File: src/rtl/regfile_pkg.sv
// Shared CPU definitions: data width, register index width and the register index type.
package regfile_pkg;

    localparam int unsigned XLEN       = 32;
    localparam int unsigned REG_ADDR_W = 5;
    localparam int unsigned NUM_REGS   = 32;

    typedef logic [REG_ADDR_W-1:0] regaddr_t;

endpackage

File: src/rtl/regfile.sv
// Integer register file: x0 hardwired to zero, two operand read ports with optional
// write-first bypass, an unbypassed debug read port and a committed-write counter.
module regfile
    import regfile_pkg::*;
#(
    parameter int unsigned XLEN   = regfile_pkg::XLEN,
    parameter bit          BYPASS = 1'b1
) (
    input  logic            clk,
    input  logic            rst,
    input  regaddr_t        rs1_addr,
    input  regaddr_t        rs2_addr,
    output logic [XLEN-1:0] rs1_data,
    output logic [XLEN-1:0] rs2_data,
    input  logic            we,
    input  regaddr_t        rd_addr,
    input  logic [XLEN-1:0] rd_data,
    input  regaddr_t        dbg_addr,
    output logic [XLEN-1:0] dbg_data,
    output logic [31:0]     wr_count
);

    // x0 has no storage; index 0 is decoded to zero on every read port.
    logic [XLEN-1:0] r_regs [1:NUM_REGS-1];
    logic [31:0]     r_wr_count;

    // Write targets a real register; rst is deliberately not included so that
    // forwarding stays visible during reset while storage is still protected.
    logic w_wr_hit;
    logic w_wr_commit;

    assign w_wr_hit    = we && (rd_addr != '0);
    assign w_wr_commit = w_wr_hit && !rst;

    // Stored value at addr, optionally replaced by the same-cycle write data.
    function automatic logic [XLEN-1:0] read_port(input regaddr_t addr, input logic byp);
        logic [XLEN-1:0] v;
        v = '0;
        if (addr != '0) begin
            v = r_regs[addr];
        end
        if (byp && w_wr_hit && (addr == rd_addr)) begin
            v = rd_data;
        end
        return v;
    endfunction

    // Combinational read ports; debug port always returns stored contents.
    always_comb begin
        rs1_data = read_port(rs1_addr, BYPASS);
        rs2_data = read_port(rs2_addr, BYPASS);
        dbg_data = read_port(dbg_addr, 1'b0);
    end

    // Register storage: reset clears everything and overrides a pending write.
    always_ff @(posedge clk) begin
        if (rst) begin
            for (int i = 1; i < NUM_REGS; i++) begin
                r_regs[i] <= '0;
            end
        end else if (w_wr_commit) begin
            r_regs[rd_addr] <= rd_data;
        end
    end

    // Committed-write counter, wraps modulo 2^32.
    always_ff @(posedge clk) begin
        if (rst) begin
            r_wr_count <= '0;
        end else if (w_wr_commit) begin
            r_wr_count <= r_wr_count + 32'd1;
        end
    end

    assign wr_count = r_wr_count;

endmodule

File: config.mk
export PLATFORM = sky130hd
export DESIGN_NAME = regfile
export DESIGN_NICKNAME = d
export VERILOG_FILES = /design/src/rtl/regfile_pkg.sv /design/src/rtl/regfile.sv
export SDC_FILE = /design/constraint.sdc
export NUM_CORES = 2
export LEC_CHECK = 0
export CAP_MARGIN = 20
export CORE_ASPECT_RATIO = 0.8
export CORE_MARGIN = 4
export CORE_UTILIZATION = 48
export CTS_CLUSTER_SIZE = 20
export DETAILED_ROUTE_END_ITERATION = 7
export GPL_TIMING_DRIVEN = 0
export PLACE_DENSITY = 0.64
export SLEW_MARGIN = 30
export SYNTH_ARGS = -nofsm -noshare
export SYNTH_HDL_FRONTEND = slang
export SYNTH_SLANG_ARGS = --single-unit
File: constraint.sdc
create_clock -name clk -period 3.3 [get_ports clk]
set_clock_uncertainty 0.15 [all_clocks]
set_input_delay 0.495 -clock clk [delete_from_list [all_inputs] [get_ports clk]]
set_output_delay 0.495 -clock clk [all_outputs]
set_load 0.01 [all_outputs]
Yosys cells after proc, flatten, opt, wreduce, memory -nomap -nowiden. Memory sizes are Yosys's and may differ from the RTL's. Index checks and enable logic that the tools add are counted.

Word-level logic and storage cells: 28. Memory bits (writable): 992. Register bits after elaboration: 32. Memories kept: 1. Output and inout bits: 128. Input port bits: 55.

Memories: r_regs (depth 31, bits a word 32, read ports 3, clocked after Yosys merged registers in 0, write ports 31, RTL line regfile.sv:24) `logic [XLEN-1:0] r_regs [1:NUM_REGS-1];`.

Add/subtract/negate cells: 1. Reduce and logical (&&, ||, !) cells: 10. Multiplexer cells: 13. Eq/ne operators: 2.

Operators with widths (count): two-way mux 32 bit (6); adder 32 x 1 -> 32 bit (second input constant) (1); OR reduction 32 bit (1); nonzero test 5 bit (4); equality test 5 bit (2); two-way mux 1 bit (6); two-way mux 5 bit (1); logical AND 1 bit (4); zero test 1 bit (1).

Depth between registers and ports, before layout.
Depth after elaboration: 8. Gate-level depth with buffers: 10. Mapped depth without buffers: 5.

Least setup slack after synthesis. OpenSTA, ideal clock, no wires.

Path kind: input-to-output. Start point: input port dbg_addr[0]. End point: output port dbg_data[10]. Slack: 283 ps. Path buffers: 3. Arrival: 2372 ps. Data required time: 2655 ps. Stages on the path: 7. Cells stage by stage: clkbuf_1 clkbuf_1 buf_2 mux4_2 mux4_2 nand2_1 o21ai_0.

Cells in the longest elaborated chain, start to end: 2.

RTL lines: start: declaration (RTL line regfile.sv:18) `input regaddr_t dbg_addr,`; memory (31 x 32 bit) / nonzero test 5 bit (equally long branches); two-way mux 32 bit (*) (RTL line regfile.sv:39) `if (addr != '0) begin`; end: declaration (RTL line regfile.sv:19) `output logic [XLEN-1:0] dbg_data,`.

Mark *: on every way between the ends. The rest lies on a longest branch, timed or not.

==> reports/metrics.csv <==
stage;metric;value;unit
global_route;grt_max_degree;33;
sta;maxSlewViolCount;0;
power;p_leak;0.02765;µW
synthesis;synth-main-ff-cell;edfxtp_1;
floorplanning;die_area;140700;µm²
placement;dp_cells;6586;
synthesis;ys_seq_area_frac;0.4854;
clock_tree;cts.sinks;1056;
route;finalWirelength;295200;µm
worst_setup_path;worst-path-max-fanout;3;
synthesis;ys_types;60;
layout;seqCellArea;31390;µm²
route;vias;51240;
min_path;hold_class;in -> reg;
worst_setup_path;crit_type;reg -> out;
floorplanning;rows;120;
global_route;grt_pass1_vias;48300;
floorplanning;core;133800;µm²
layout;instances_no_fill;6964;
sta;worst-slew-pin-transition;1.371;ns
placement;gp_congestion;1.023;
synthesis;ys_warn_count;0;
synthesis;synth_area;64670;µm²
route;vias_per_cell;7.358;
sta;hold_viol_final;0;
power;swShare;0.2930;
worst_setup_path;crit_arrival;3.00;ns
power;seqPwrFrac;0.440;
clock_tree;cts_tree;built;
synthesis;syn_inst;4615;
worst_setup_path;start_kind;register;
clock_tree;clk_pin_slew;0.07;ns
sta;slew_headroom;0.08628;
route;drt_iter0_drc;9879;
sta;setup_ws;-0.3479;ns
worst_setup_path;r2r_start;wr_count[3];
power;power_density;469.8;nW/µm²
min_path;worstHoldStart;we;
global_route;busiest_layer;met2;
power;vdd_drop_max;0.4716;mV
sta;fin_crit;3.648;ns
route;drt-pass1-iter-count;8;
placement;io_buffers;168;
flow_run;drv_cap;0;
global_route;use_met3;0.1894;
clock_tree;cts_buffers;113;
synthesis;avgSynthCellArea;14.01;µm²
floorplanning;floorplan.die.height;336.3;µm
floorplanning;ioPinCount;183;
route;avgRoutedWirePerCell;42.39;µm
floorplanning;die_w;418.4;µm
outcome;status;finished with violations;
sta;rsz0062_at_grt;yes;
clock_tree;clockBufferDepth;3;
global_route;grtUsageMet1;0.5135;
outcome;violations;DRC, setup timing;
synthesis;synth-edff-count;1024;
layout;final_common_cell;edfxtp_1;
placement;place_hpwl;203000;µm
clock_tree;cts-root-buf;clkbuf_16;
route;ant_nets;0;
worst_setup_path;endpoint_kind;primary output;
layout;final_cell_mix;edfxtp_1, and2_1, mux4_2;
layout;layout-drive-gt1-share;0.3286;
global_route;grt_first_pass_wirelength;392300;µm
global_route;grt.overflow.total;0;
global_route;met2_usage;0.5667;
global_route;grtUsageTotal;0.4098;
layout;multi_input_area;32450;µm²
sta;max_freq;274.1;MHz
worst_setup_path;rrSetupSlack;0.48;ns
worst_setup_path;required;2.65;ns
sta;setup_violations;768;
worst_setup_path;rr_worst_depth;6;
power;p_sw;10650;µW
layout;fill_cells;10600;
clock_tree;h-tree-depth;3;
layout;area_growth;19.57;%
clock_tree;cts_hold_buf;0;
synthesis;ys_ff_latch;1056;
clock_tree;clk_latency;0.77;ns
floorplanning;start_util;0.4834;
route;drc_errors;177;
synthesis;async_flop_share;0;
sta;finalSetupTns;-79.73;ns
power;p_int;25680;µW
worst_setup_path;r2r_end;wr_count[20];
layout;final_nets;5145;
min_path;holdPathEnd;wr_count[1];
sta;fin_crit_sh;1.105;
power;pwr-share-clk;0.363;
global_route;grt_antenna_before_repair;21;
min_path;hold_path_depth;4;
power;power_frac_comb;0.198;
[per-layer routing]
layer / routed length [µm] / part of all wire / vias up
met5: 922 / 0.0031 / -
met4: 26080 / 0.088 / 27
met3: 47280 / 0.16 / 1294
met2: 119700 / 0.41 / 4913
met1: 101200 / 0.34 / 25960
li1: - / - / 19050
[metrics by stage]
stage	hold slack [ns]	cell area (µm²)	util	worst slack (ns)	total power [µW]
2_1_floorplan	0.3523	64790	-	0.2832	19500
3_3_place_gp	0.3308	68680	0.5134	-2.872	22210
3_5_place_dp	0.3520	68960	0.5155	-2.460	22320
4_1_cts	0.3257	76420	0.5713	-0.2076	35580
5_1_grt	0.2538	77300	0.5779	-0.2547	36740
6_report	0.1892	77320	0.5780	-0.3479	36330
[logic make-up (layout without fill, tap and decap cells)]
kind of cell,count (synthesis),after routing,share of synthesized area
flip-flops,1056,1056,0.4854
AND/OR/NAND/NOR,1445,1453,0.1302
multiplexers,991,991,0.2845
other,1,42,0.00005799
XOR/XNOR,25,25,0.003386
buffers and inverters,590,1121,0.03773
AO/OA/AOI/OAI,506,506,0.05853
adder cells (fa/ha/maj),1,1,0.0001934
[Yosys cell counts (31+ instances only)]
| cell | instances | area, µm² |
|---|---|---|
| a22oi_1 | 32 | 240.2 |
| and2_1 | 994 | 6218 |
| clkbuf_1 | 343 | 1287 |
| inv_1 | 80 | 300.3 |
| nand4_1 | 43 | 269.0 |
| buf_2 | 114 | 570.6 |
| nor2_1 | 87 | 326.6 |
| dfxtp_1 | 32 | 640.6 |
| buf_1 | 34 | 127.6 |
| mux4_2 | 677 | 15250 |
| o211ai_1 | 33 | 247.7 |
| o21ai_0 | 97 | 485.5 |
| nor3_1 | 42 | 210.2 |
| a221oi_1 | 80 | 700.7 |
| a221o_1 | 54 | 540.5 |
| nand2b_1 | 33 | 206.5 |
| or2_2 | 33 | 206.5 |
| a32o_1 | 31 | 310.3 |
| o22ai_1 | 77 | 481.7 |
| edfxtp_1 | 1024 | 30750 |
| mux2i_1 | 308 | 3083 |
| nand2_1 | 144 | 540.5 |
[state kept, by name, indices dropped and copies added, names as in the netlist]
| name | count |
|---|---|
| r_regs | 1024 |
| wr_count | 32 |
[power groups by stage]
stage	registers, µW	clock network [µW]	logic, µW
floorplan	16000	0	3480
global placement	16200	0	6030
detailed placement	16200	0	6090
CTS	15900	13000	6670
global route	16000	13500	7170
finish	16000	13200	7180
[how the worst max path moves through the flow]
stage | to | cells past startpoint | slack, ns | start
after floorplan | dbg_data[10] | 7 | 0.28 | dbg_addr[0]
final | rs2_data[18] | 6 | -0.35 | r_regs[29][18]
after global placement | rs1_data[12] | 8 | -2.87 | rs1_addr[3]
after detailed placement | rs1_data[12] | 8 | -2.46 | rs1_addr[3]
after CTS | r_regs[2][8] | 5 | -0.21 | we
after global routing | rs2_data[18] | 6 | -0.25 | r_regs[31][18]
[cell type report]
cell class | instances | area share
diodes | 10 | 0.0003236
repair buffers | 325 | 0.04006
multi-input cells | 3008 | 0.4197
clock inverters | 62 | 0.006602
plain buffers | 505 | 0.05432
inverters | 80 | 0.003916
well taps | 1769 | 0.02862
flip-flops and latches | 1056 | 0.4060
clock buffers | 149 | 0.04047
[repair_timing]
action,in CTS,in global routing
pin swaps,129,71
setup endpoints to repair,935,1113
gates cloned,12,6
setup buffers,111,37
gates resized for setup,1313,208
[critical path: stages, from the launching register on]
cell,delay (ns)
edfxtp_1,0.42
mux4_2,0.47
nand2b_4,0.15
o211ai_1,0.12
nand4_1,0.44
a32o_2,0.48
buf_6,0.13
Note: power is estimated with default switching activity, not from simulation.
